===== config.mk =====
export PLATFORM = sky130hd
export DESIGN_NAME = random_mask_gen
export DESIGN_NICKNAME = d
export VERILOG_FILES = /design/src/rtl/random_mask_gen.sv
export SDC_FILE = /design/constraint.sdc
export NUM_CORES = 1
export LEC_CHECK = 0
export ABC_CLOCK_PERIOD_IN_PS = 2029
export CORE_UTILIZATION = 55
export DETAILED_ROUTE_END_ITERATION = 7
export GPL_TIMING_DRIVEN = 1
export PLACE_DENSITY = 0.76
export REMOVE_ABC_BUFFERS = 1
export SETUP_SLACK_MARGIN = 0.3
export SLEW_MARGIN = 40
export SYNTH_ARGS = -nofsm -noshare
export SYNTH_HDL_FRONTEND = slang
export SYNTH_SLANG_ARGS = --single-unit

===== constraint.sdc =====
create_clock -name clk -period 2.03 [get_ports clk]
set_input_delay 0.3045 -clock clk [delete_from_list [all_inputs] [get_ports clk]]
set_output_delay 0.3045 -clock clk [all_outputs]
set_load 0.01 [all_outputs]

===== src/rtl/random_mask_gen.sv =====
// Multi-channel pseudo-random stall-mask generator for the delay-RAM interface.
// Per channel: maximal-length LFSR, burst phase counter, and a bounded-run guard on the registered mask.
module random_mask_gen #(
  parameter int                NUM_CH  = 2,
  parameter int                LFSR_W  = 23,
  parameter logic [LFSR_W-1:0] SEED    = {LFSR_W{1'b1}},
  parameter int                MAX_RUN = 8
) (
  input  logic              clk,
  input  logic              resetn,
  input  logic [1:0]        mode,
  input  logic [3:0]        density,
  input  logic              seed_load,
  input  logic [LFSR_W-1:0] seed,
  output logic [NUM_CH-1:0] mask,
  output logic [NUM_CH-1:0] guard_hit
);

  typedef enum logic [1:0] {
    MODE_OFF    = 2'b00,
    MODE_RANDOM = 2'b01,
    MODE_BURST  = 2'b10,
    MODE_FORCE  = 2'b11
  } mode_e;

  // Trinomial taps x^W + x^T + 1 that give a maximal-length sequence.
  function automatic int tap_for(input int w);
    case (w)
      7:       return 6;
      15:      return 14;
      23:      return 18;
      31:      return 28;
      default: return w - 1;
    endcase
  endfunction

  localparam int              TAP      = tap_for(LFSR_W);
  localparam int              RUN_W    = (MAX_RUN < 1) ? 1 : $clog2(MAX_RUN + 1);
  localparam logic [RUN_W-1:0] RUN_MAX = RUN_W'(MAX_RUN);
  localparam logic            GUARD_EN = (MAX_RUN != 0);

  if (!(LFSR_W == 7 || LFSR_W == 15 || LFSR_W == 23 || LFSR_W == 31)) begin : g_bad_lfsr_w
    $error("random_mask_gen: LFSR_W must be 7, 15, 23 or 31");
  end
  if (NUM_CH < 1 || NUM_CH > 32) begin : g_bad_num_ch
    $error("random_mask_gen: NUM_CH must be in 1..32");
  end

  mode_e mode_s;
  assign mode_s = mode_e'(mode);

  for (genvar c = 0; c < NUM_CH; c++) begin : g_ch
    // Channels are decorrelated by xoring the channel index into the seed; zero would lock the LFSR.
    localparam logic [LFSR_W-1:0] CH_XOR  = LFSR_W'(c << 1);
    localparam logic [LFSR_W-1:0] RST_RAW = SEED ^ CH_XOR;
    localparam logic [LFSR_W-1:0] RST_VAL = (RST_RAW == '0) ? {LFSR_W{1'b1}} : RST_RAW;

    logic [LFSR_W-1:0] lfsr_q, lfsr_d, load_raw, load_val;
    logic [3:0]        phase_q;
    logic [RUN_W-1:0]  run_q, run_d;
    logic              mask_q, mask_d, guard_q, guard_d;
    logic              cand;

    assign load_raw = seed ^ CH_XOR;
    assign load_val = (load_raw == '0) ? {LFSR_W{1'b1}} : load_raw;
    assign lfsr_d   = {lfsr_q[LFSR_W-2:0], lfsr_q[LFSR_W-1] ^ lfsr_q[TAP-1]};

    // NOTE: every signal written in always_comb gets a default first so no latch is inferred.
    always_comb begin
      cand = 1'b0;
      unique case (mode_s)
        MODE_OFF:    cand = 1'b0;
        MODE_RANDOM: cand = (lfsr_q[3:0] < density);
        MODE_BURST:  cand = (phase_q < density);
        MODE_FORCE:  cand = 1'b1;
      endcase
    end

    always_comb begin
      mask_d  = 1'b0;
      guard_d = 1'b0;
      run_d   = '0;
      if (cand && GUARD_EN && (run_q == RUN_MAX)) begin
        guard_d = 1'b1;
      end else if (cand) begin
        mask_d = 1'b1;
        run_d  = (run_q == RUN_MAX) ? run_q : run_q + 1'b1;
      end
    end

    // NOTE: state registers use non-blocking assignments so every flop samples pre-edge values.
    always_ff @(posedge clk) begin
      if (!resetn) begin
        lfsr_q  <= RST_VAL;
        phase_q <= '0;
        run_q   <= '0;
        mask_q  <= 1'b0;
        guard_q <= 1'b0;
      end else if (seed_load) begin
        lfsr_q  <= load_val;
        phase_q <= '0;
        run_q   <= '0;
        mask_q  <= 1'b0;
        guard_q <= 1'b0;
      end else begin
        lfsr_q  <= lfsr_d;
        phase_q <= phase_q + 4'd1;
        run_q   <= run_d;
        mask_q  <= mask_d;
        guard_q <= guard_d;
      end
    end

    assign mask[c]      = mask_q;
    assign guard_hit[c] = guard_q;
  end

endmodule


* After elaboration in Yosys (flattened, before gate mapping) *
Index checks and enable logic that the tools add are counted.

word-level totals
  register bits after elaboration = 66
  bits in latches = 0
  memory bits (writable) = 0
  memory bits (read-only) = 0
  word-level logic and storage cells = 49
  memories kept = 0

operators by class
  add/subtract/negate cells = 4
  multipliers = 0
  div/mod/pow operators = 0
  order comparisons = 4
  equal/unequal tests = 5
  shifts and indexed selects = 0
  mux-type cells = 10
  bitwise operators = 6
  reductions and logical operators = 10

operators with widths
  cell                                                              number
  23-bit 2-to-1 mux                                                 4
  23-bit logical NOT                                                2
  4-bit by 1-bit adder with 4-bit output (second input constant)    4
  4-bit < comparator                                                4
  4-bit == test (second input constant)                             2
  1-bit case mux with 4 select lines                                2
  4-bit OR reduction                                                2
  3-bit OR reduction                                                2
  2-bit == test (second input constant)                             2
  1-bit 2-to-1 mux                                                  4
  1-bit NOT                                                         4
  2-bit by 1-bit == test with 1-bit output (second input constant)  1
  1-bit logical AND                                                 2
  2-bit logical NOT                                                 1
  2-bit OR reduction                                                1
  1-bit bitwise XOR                                                 2

* Longest topological paths before layout *
  depth after elaboration = 4
  mapped depth = 6
  depth with buffers taken out = 6

* Worst setup path after synthesis *
OpenSTA, ideal clock, no wires.

  path kind = input -> register
  start = input port seed[5]
  end = register g_ch[0].lfsr_q[3]
  library setup time = 0.077 ns
  arrival time = 1.600 ns
  slack = 0.353 ns
  stages = 4
  buffers on the path = 1
  cell sequence = or4_4 > or4_4 > buf_6 > a22oi_2

on the way
  longest elaborated chain between the ends = 3

RTL lines
  item                  line  text
  start, declared       14    input logic [LFSR_W-1:0] seed,
  23-bit logical NOT    65    assign load_val = (load_raw == '0) ? {LFSR_W{1'b1}} : load_raw;
  23-bit 2-to-1 mux     65
  23-bit 2-to-1 mux     99    end else if (seed_load) begin
  end signal, assigned  100   lfsr_q <= load_val;
  end signal, assigned  106   lfsr_q <= lfsr_d;
  end, declared         58    logic [LFSR_W-1:0] lfsr_q, lfsr_d, load_raw, load_val;

Every way passes these cells.
A chain may end at the register's enable or synchronous reset.

* Worst setup path after layout *
  start = input port seed[13]
  end = register g_ch[1].lfsr_q[0]

on the way
  longest elaborated chain between the ends = 3

RTL lines
  item                  line
  23-bit logical NOT    65
  23-bit 2-to-1 mux     65
  23-bit 2-to-1 mux     99
  end signal, assigned  100
  end signal, assigned  106
  end, declared         58

Every way passes these cells.

==> impl_metrics.tcl <==
set metrics [dict create \
    drt_iter0_drc 82 \
    coreArea_sq_um 5270 \
    fin_crit_ps 1700 \
    synth_top_area_share_pct 42.7 \
    numCtsBuffers 9 \
    met3_usage_pct 5.95 \
    clockBufferDepth 2 \
    dieArea_sq_um 5930 \
    power.leakage_nw 1.64 \
    clk_pin_slew_ps 70 \
    worst_pin_slew_ps 518 \
    synth-edff-count 0 \
    period_share_pct 83.7 \
    crit_type "primary input to flop" \
    grt_pass1_wl_microns 10600 \
    pwr-share-comb_pct 12.5 \
    grtUsageMet1_pct 28.0 \
    grt.total_usage_pct 22.7 \
    grt_max_degree 69 \
    place_congestion 0.738 \
    fmax_mhz 588 \
    slew_violations 0 \
    p_per_area_nw_per_um2 706 \
    power_mw 2.78 \
    drt-wirelength-per-cell_microns 14.9 \
    hold_buffers 0 \
    switching_share_pct 23.7 \
    initial_utilization_pct 58.7 \
    nNetsFinal 399 \
    ios 36 \
    ys_seq_area_share_pct 42.7 \
    wl_microns 6290 \
    clock_latency_ps 330 \
    ys_warn_count 0 \
    cp.required_ps 2280 \
    via_count 2364 \
    finalClockSkew_ps 5.34 \
    gr-max-usage-layer "met2" \
    crit_path_end_kind "flop" \
    die_h_microns 77.0 \
    relSlewSlack_pct 65.4 \
    synth_top_family_by_area "compound AO/OA/AOI/OAI gates" \
    hold_viol_final 0 \
    rsz0062_at_grt "false" \
    synth_ff_type "dfxtp_1" \
    synth_area_leaders "dfxtp_1 43%, a22oi_2 15%, ha_1 7.3%" \
    vdd_drop_max_mv 0.451 \
    place.detailed.hpwl_microns 4140 \
    grt.overflow.total 0 \
    met2_usage_pct 38.0 \
    die_w_microns 77.0 \
    internal-power_mw 2.12 \
    netlist_area_sq_um 3090 \
    diodes 0 \
    ys_types 37 \
    clock_power_share_pct 37.4 \
    yosysTopAreaCell "dfxtp_1" \
    pwr-share-seq_pct 50.1 \
    synth_fa_ha_area_share_pct 7.28 \
    setup_viol 0 \
    cts_tree "built" \
    area_growth_pct 27.3 \
    setup_tns_ps 0 \
    syn_area_per_cell_sq_um 10.1 \
    port-buffer-count 35 \
    ys_ff_latch 66 \
    syn_inst 306 \
    drt_first_pass_iters 4 \
    ant_nets 0 \
    cts_root_buf "clkbuf_8" \
    drc_errors 0 \
    num_rows 26 \
    worstPathMaxFanout 6 \
    status "completed" \
    hp-class "primary input to flop" \
    max-cap-violations 0 \
    async_flop_share_pct 0 \
    cts.sinks 66 \
    vias_per_cell 5.59 \
    synthSimpleGateAreaFrac_pct 20.7 \
    arrival_ps 1950 \
    first_global_vias 2350 \
    synth_xor_area_share_pct 1.98 \
    power.switching_mw 0.658 \
    cp-start-kind "primary input" \
    antenna_found_initial 0 \
    ctsHtreeMaxLevel 3 \
    synth_compound_area_share_pct 21.4 \
    drive_gt1_share_pct 29.7 \
    synthMuxAreaShare_pct 0.364 \
]
[path summary, 6_finish.rpt]
kind,from,end,slack [ps],cells past startpoint
worst max-delay path,seed[13],g_ch[1].lfsr_q[0],330,5
worst min-delay path,seed[9],g_ch[1].lfsr_q[9],440,3
worst max register to register,g_ch[1].phase_q[1],g_ch[1].run_q[3],400,6
worst min register to register,g_ch[1].phase_q[0],g_ch[1].phase_q[0],480,1
[cells in the final DEF, fill, tap and decap left out, types with 4 or more instances in the layout]
cell type,instances
nor3_2,4
a22oi_2,38
dlymetal6s2s_1,9
buf_4,13
dlygate4sd2_1,11
nand3_1,4
clkdlybuf4s50_1,8
nand2_1,7
nor2_1,49
inv_1,8
and3b_1,19
dfxtp_1,65
xnor2_1,5
ha_1,15
clkbuf_8,10
nor3_1,5
[critical path, stage by stage]
cell and delay (ps):
dlygate4sd2_1 240, or4_4 490, or4_4 560, buf_6 160, a32oi_1 190
[sequential cells by signal (all words and copies together), names as in the netlist]
| signal | flops |
|---|---|
| g_ch.run_q | 8 |
| g_ch.mask_q | 2 |
| g_ch.phase_q | 8 |
| g_ch.guard_q | 2 |
| g_ch.lfsr_q | 46 |
[cell families after synthesis]
| family | count (synthesis) |
|---|---|
| and+or+nand+nor | 116 |
| AOI/OAI and AO/OA | 64 |
| muxes | 1 |
| adders and majority gates | 18 |
| xor gates and xnor gates | 7 |
| DFF | 66 |
| buffers and inverters | 34 |
[synth_stat cells (3+ instances only)]
| master | instances |
|---|---|
| dfxtp_1 | 66 |
| nor2_1 | 50 |
| a22oi_2 | 38 |
| and3b_1 | 19 |
| ha_1 | 18 |
| clkbuf_1 | 14 |
| inv_1 | 11 |
| nor3_1 | 9 |
| nand2_1 | 7 |
| nor4_1 | 6 |
| nand3_1 | 5 |
| o21ai_0 | 5 |
| xnor2_1 | 5 |
| buf_4 | 4 |
| buf_6 | 4 |
| a21oi_1 | 3 |
| a31oi_1 | 3 |
| a41oi_1 | 3 |
| and2_1 | 3 |
| nand2b_1 | 3 |
| nor2b_1 | 3 |
| nor3b_1 | 3 |
| or4_4 | 3 |
[per-layer routing]
metal	wire [microns]	part of all wire, %
met5	0	0
met4	59	0.94
met3	196	3.1
met2	3190	51
met1	2840	45
[power by group through the flow]
stage,Combinational [mW],Sequential (mW),Clock (mW)
2_1_floorplan,0.160,1.41,0
3_3_place_gp,0.320,1.42,0
3_5_place_dp,0.326,1.42,0
4_1_cts,0.330,1.39,1.07
5_1_grt,0.386,1.40,1.13
6_report,0.347,1.39,1.04
[area by class of cell]
type	instances	area [sq um]
Clock buffer	12	145
Clock inverter	3	40.0
Fill cell	401	1330
Inverter	11	41.3
Multi-Input combinational cell	206	1750
Sequential cell	66	1320
Tap cell	70	87.6
Timing Repair Buffer	55	554
[per-stage QoR]
step | instance area, sq um | setup slack (ps) | cells | hold slack [ps] | util (%)
3_5_place_dp | 3540 | -287 | 405 | 459 | 67.2
2_1_floorplan | 2960 | 316 | 283 | 393 | -
5_1_grt | 3940 | 287 | 423 | 433 | 74.8
4_1_cts | 3800 | 285 | 421 | 484 | 72.2
3_3_place_gp | 3540 | -264 | 405 | 453 | 67.2
6_report | 3940 | 330 | 423 | 435 | 74.8
[what timing repair did]
| action | in CTS | in global routing |
|---|---|---|
| gates cloned | 0 | 1 |
| pin swaps | 18 | 12 |
| buffers inserted | 1 | 1 |
| endpoints found under the hold margin | 0 | 0 |
| endpoints found under the setup margin | 57 | 52 |
| resized for setup | 33 | 33 |
Power figures use the tool's default switching activity.
